## config.mk

```make
export PLATFORM = sky130hd
export DESIGN_NAME = mips_bus_arbiter
export DESIGN_NICKNAME = d
export VERILOG_FILES = /design/src/rtl/mips_bus_pkg.sv /design/src/rtl/mips_bus_arb_pick.sv /design/src/rtl/mips_bus_arbiter.sv
export SDC_FILE = /design/constraint.sdc
export NUM_CORES = 1
export LEC_CHECK = 0
export ABC_AREA = 1
export BUFFER_PORTS_ARGS = -buffer_cell sky130_fd_sc_hd__buf_2
export CAP_MARGIN = 20
export CORE_AREA = 10 10 112 114
export DETAILED_ROUTE_END_ITERATION = 8
export DIE_AREA = 0 0 122 124
export GPL_TIMING_DRIVEN = 0
export REMOVE_ABC_BUFFERS = 1
export SYNTH_ARGS = -nofsm -noshare
export SYNTH_HDL_FRONTEND = slang
export SYNTH_HIERARCHICAL = 1
export SYNTH_SLANG_ARGS = --single-unit
```

## constraint.sdc

```tcl
create_clock -name clk -period 2.9 [get_ports clk]
set_input_delay 0.145 -clock clk [delete_from_list [all_inputs] [get_ports clk]]
set_output_delay 0.145 -clock clk [all_outputs]
set_load 0.02 [all_outputs]
```

## src/rtl/mips_bus_pkg.sv

```systemverilog
`default_nettype none
// ============================================================================
// Module      : mips_bus_pkg
// Description : Shared widths and arbiter state encoding for the MIPS bus.
// Revision    : 1.0 - initial release
// ============================================================================
package mips_bus_pkg;

    localparam int ADDR_W = 32;
    localparam int DATA_W = 32;
    localparam int BE_W   = 4;

    typedef enum logic [1:0] {
        IDLE   = 2'd0,
        GNT_M0 = 2'd1,
        GNT_M1 = 2'd2
    } arb_state_t;

endpackage
`default_nettype wire

```

## src/rtl/mips_bus_arb_pick.sv

```systemverilog
`default_nettype none
// ============================================================================
// Module      : mips_bus_arb_pick
// Description : Combinational grant selection: M1 preferred, M0 forced when starved.
// Revision    : 1.0 - initial release
// ============================================================================
module mips_bus_arb_pick
    import mips_bus_pkg::*;
#(
    parameter int STARVE_LIMIT = 4,
    parameter int CNT_W        = (STARVE_LIMIT > 0) ? $clog2(STARVE_LIMIT + 1) : 1
) (
    input  logic             m0_pending,
    input  logic             m1_pending,
    input  logic [CNT_W-1:0] starve_cnt,
    output arb_state_t       next_grant
);

    localparam logic [CNT_W-1:0] c_LIMIT = CNT_W'(STARVE_LIMIT);

    always_comb begin
        next_grant = IDLE;
        if (m0_pending && (starve_cnt == c_LIMIT)) begin
            next_grant = GNT_M0;
        end else if (m1_pending) begin
            next_grant = GNT_M1;
        end else if (m0_pending) begin
            next_grant = GNT_M0;
        end
    end

endmodule
`default_nettype wire

```

## src/rtl/mips_bus_arbiter.sv

```systemverilog
`default_nettype none
// ============================================================================
// Module      : mips_bus_arbiter
// Description : Two-master (ifetch M0 / data M1) arbiter onto one memory port.
// Revision    : 1.0 - initial release
// ============================================================================
module mips_bus_arbiter
    import mips_bus_pkg::*;
#(
    parameter int STARVE_LIMIT = 4
) (
    input  logic              clk,
    input  logic              reset,
    input  logic              m0_read,
    input  logic              m0_write,
    input  logic [ADDR_W-1:0] m0_address,
    input  logic [BE_W-1:0]   m0_byteenable,
    input  logic [DATA_W-1:0] m0_writedata,
    output logic              m0_waitrequest,
    output logic [DATA_W-1:0] m0_readdata,
    input  logic              m1_read,
    input  logic              m1_write,
    input  logic [ADDR_W-1:0] m1_address,
    input  logic [BE_W-1:0]   m1_byteenable,
    input  logic [DATA_W-1:0] m1_writedata,
    output logic              m1_waitrequest,
    output logic [DATA_W-1:0] m1_readdata,
    output logic              s_read,
    output logic              s_write,
    output logic [ADDR_W-1:0] s_address,
    output logic [BE_W-1:0]   s_byteenable,
    output logic [DATA_W-1:0] s_writedata,
    input  logic              s_waitrequest,
    input  logic [DATA_W-1:0] s_readdata,
    output logic [1:0]        grant
);

    localparam int               c_CNT_W = (STARVE_LIMIT > 0) ? $clog2(STARVE_LIMIT + 1) : 1;
    localparam logic [c_CNT_W-1:0] c_LIMIT = c_CNT_W'(STARVE_LIMIT);

    arb_state_t         r_state;
    arb_state_t         w_next_state;
    arb_state_t         w_pick;
    logic [c_CNT_W-1:0] r_starve_cnt;
    logic [c_CNT_W-1:0] w_starve_cnt_nxt;
    logic               w_m0_pend;
    logic               w_m1_pend;

    assign w_m0_pend = m0_read | m0_write;
    assign w_m1_pend = m1_read | m1_write;

    mips_bus_arb_pick #(
        .STARVE_LIMIT (STARVE_LIMIT),
        .CNT_W        (c_CNT_W)
    ) u_pick (
        .m0_pending (w_m0_pend),
        .m1_pending (w_m1_pend),
        .starve_cnt (r_starve_cnt),
        .next_grant (w_pick)
    );

    always_ff @(posedge clk or posedge reset) begin
        if (reset) begin
            r_state      <= IDLE;
            r_starve_cnt <= '0;
        end else begin
            r_state      <= w_next_state;
            r_starve_cnt <= w_starve_cnt_nxt;
        end
    end

    // A grant ends on completion or when its owner abandons the request.
    always_comb begin
        w_next_state     = r_state;
        w_starve_cnt_nxt = r_starve_cnt;
        case (r_state)
            IDLE: begin
                w_next_state = w_pick;
                if ((w_pick == GNT_M1) && w_m0_pend) begin
                    if (r_starve_cnt != c_LIMIT) begin
                        w_starve_cnt_nxt = r_starve_cnt + 1'b1;
                    end
                end else if (w_pick != IDLE) begin
                    w_starve_cnt_nxt = '0;
                end
            end
            GNT_M0: begin
                if (!w_m0_pend || !s_waitrequest) begin
                    w_next_state = IDLE;
                end
            end
            GNT_M1: begin
                if (!w_m1_pend || !s_waitrequest) begin
                    w_next_state = IDLE;
                end
            end
            default: w_next_state = IDLE;
        endcase
    end

    // Write wins over read when a master asserts both.
    always_comb begin
        s_read         = 1'b0;
        s_write        = 1'b0;
        s_address      = '0;
        s_byteenable   = '0;
        s_writedata    = '0;
        m0_waitrequest = 1'b1;
        m1_waitrequest = 1'b1;
        grant          = 2'b00;
        case (r_state)
            GNT_M0: begin
                s_read         = m0_read & ~m0_write;
                s_write        = m0_write;
                s_address      = m0_address;
                s_byteenable   = m0_byteenable;
                s_writedata    = m0_writedata;
                m0_waitrequest = s_waitrequest;
                grant          = 2'b01;
            end
            GNT_M1: begin
                s_read         = m1_read & ~m1_write;
                s_write        = m1_write;
                s_address      = m1_address;
                s_byteenable   = m1_byteenable;
                s_writedata    = m1_writedata;
                m1_waitrequest = s_waitrequest;
                grant          = 2'b10;
            end
            default: ;
        endcase
    end

    assign m0_readdata = s_readdata;
    assign m1_readdata = s_readdata;

endmodule
`default_nettype wire

```

==> run summary <==
outcome: complete, no violations
unrepaired setup endpoints after global routing: false
Antenna Nets Post-Route: 0
CTS resizes: 0
GRT Resource Usage Total: 18.6%
1st-pass router iterations: 5
Simple-Gate Fraction of Synth Area: 35.3%
die area: 0.0151 mm²
post-synthesis cell count: 369
Setup Skew: 1.87 ps
Yosys cell types: 16
clock latency on the worst-skew pair: 220 ps
# diodes: 0
most common cell after layout, fill and taps aside: buf_2
share of cells above drive strength 1: 44.9%
Starting Density: 19.5%
total number of vias: 2722
placed inst area: 0.00266 mm²
Hold Vio Cnt, Final: 0
GRT Residual Overflow: 0
post-synthesis register bit count: 5
area grow syn2layout: 35.7%
initial antenna violation count: 0
crit path launch type: flop
Post-Synth XOR/XNOR Area: 0%
FMAX: 426 MHz
worst-margin pin slew: 733 ps
initial drt markers: 164
H-tree lvl count: 1
post-place setup slack: 746 ps
post-synthesis compound-gate area fraction: 17.8%
Worst Setup Slack, final: 550 ps
Pleak: 1.54 nW
root buf cell: clkbuf_8
row cnt: 37
Nets: 689
DP Cell Count: 637
Peak supply drop: 0.000703 V
fin util: 26.5%
Max Root-Sink Buffers: 2
Power Density: 802 mW/mm²
gpl congestion: 0.887
IO buf count: 216
Design Power: 2.17 mW
Final Cycle Share: 81.0%
vias in the first global route: 2717
dpl hpwl: 14000 µm
Die H: 124 µm
Ys Warns: 6
Setup violations, final: 0
hold buffers post-CTS: 1
Max Transition Viols Final: 0
first-pass GRT wire length: 19800 µm
Netlist Area Pre-Place: 0.00200 mm²
clock tree sinks: 5
Ports: 313
commonest cells after routing, fill and taps aside: buf_2, nand2_1, a21oi_1, inv_1, nand3_1
post-route insts no fill: 642
DRT Wirelength: 15500 µm
Layout fillers: 1248
die span in x: 122 µm
Setup Fix Bufs, Post-CTS: 0
Worst slew margin: 51.1%
crit-path max FO: 37
largest family of logic cells by synthesized area: buffers and inverters
total core area: 0.0102 mm²
post-synthesis adder-cell area fraction: 4.38%
residual DRC count: 0
max cap viols: 0
CTS Buf Count: 3
endpoint class of the critical path: output pin
Seq/Total Area, Yosys: 6.26%
Data required, critical path: 2760 ps
Hold WC Path Type: input pin to output pin
Worst Path Arrival: 2210 ps
fin crit period: 2350 ps
post-synthesis mux area share: 0%
clock slew at reported path FFs: 30 ps
TritonCTS clock tree: done
DR WL/cell: 24.1 µm
Avg Vias per Cell: 4.24
Avg Cell Area, Syn: 5.42 µm²
fin area: 0.00271 mm²
critical path class: flop to output pin
largest net degree at the start of global routing: 42
[sequential cells by signal (all words and copies together), names as in the netlist]
name,cells
r_starve_cnt,3
r_state,2
[area by class of cell]
cell class,count,area [µm²],share of cell area (%)
tap,136,170,6.28
timing repair buffer,220,1150,42.5
inverter,18,67.6,2.49
clock buffer,4,45.0,1.66
multi-input combinational,259,1150,42.5
sequential,5,125,4.61
[Yosys cell counts]
cell type,instances,area [µm²]
nor2_1,3,11.3
buf_6,8,90.1
inv_2,1,3.75
inv_1,17,63.8
nand3b_1,1,7.51
a21oi_1,71,355
buf_4,72,541
ha_1,7,87.6
nand4_1,2,12.5
dfrtp_1,5,125
nor2_2,1,6.26
clkbuf_1,6,22.5
nand2_2,1,6.26
nand3_1,9,45.0
buf_2,1,5.00
nand2_1,164,616
[final timing paths]
kind | from | to | slack, ps | cells past startpoint
worst max-delay path | r_state[1]$_DFFE_PP0P_ | s_writedata[20] | 550 | 6
worst min-delay path | s_readdata[10] | m1_readdata[10] | 290 | 0
worst max register to register | r_state[1]$_DFFE_PP0P_ | r_state[0]$_DFFE_PP0P_ | 1000 | 7
worst min register to register | r_state[1]$_DFFE_PP0P_ | r_state[1]$_DFFE_PP0P_ | 540 | 2
max in group asynchronous | reset | r_starve_cnt[1]$_DFFE_PP0P_ | 2350 | 3
min in group asynchronous | reset | r_starve_cnt[0]$_DFFE_PP0P_ | 380 | 3
[cells by family (layout without fill, tap and decap cells)]
family / after synthesis / after routing
fa+ha+maj: 7 / 7
compound gates: 71 / 71
buf+inv: 105 / 242
simple gates: 181 / 181
flops: 5 / 5
[through the flow]
stage / TNS (ps) / hold WS (ps)
floorplan: 0 / -76.5
global placement: -23130 / 48.7
detailed placement: 0 / 46.9
CTS: 0 / 291
global route: 0 / 290
finish: 0 / 290
[power by group]
group	internal [mW]	total, mW	switching (mW)
Sequential	0.0960	0.128	0.0321
Combinational	0.578	1.92	1.34
Clock	0.0940	0.125	0.0307
[metal layers]
| metal | vias to the layer above | share of wire (%) | global-route usage, % |
|---|---|---|---|
| li1 | 1362 | - | - |
| met1 | 1145 | 34 | 18.7 |
| met2 | 209 | 43 | 29.1 |
| met3 | 4 | 21 | 17.0 |
| met4 | 2 | 0.71 | 0.671 |
| met5 | - | 0.69 | 5.26 |
[critical path, stage by stage, from the launching register on]
cell and delay [ps]:
dfrtp_1 410, inv_1 110, ha_2 670, buf_12 270, nand2_1 70, a21oi_1 210, buf_2 220
Power figures use the tool's default switching activity.
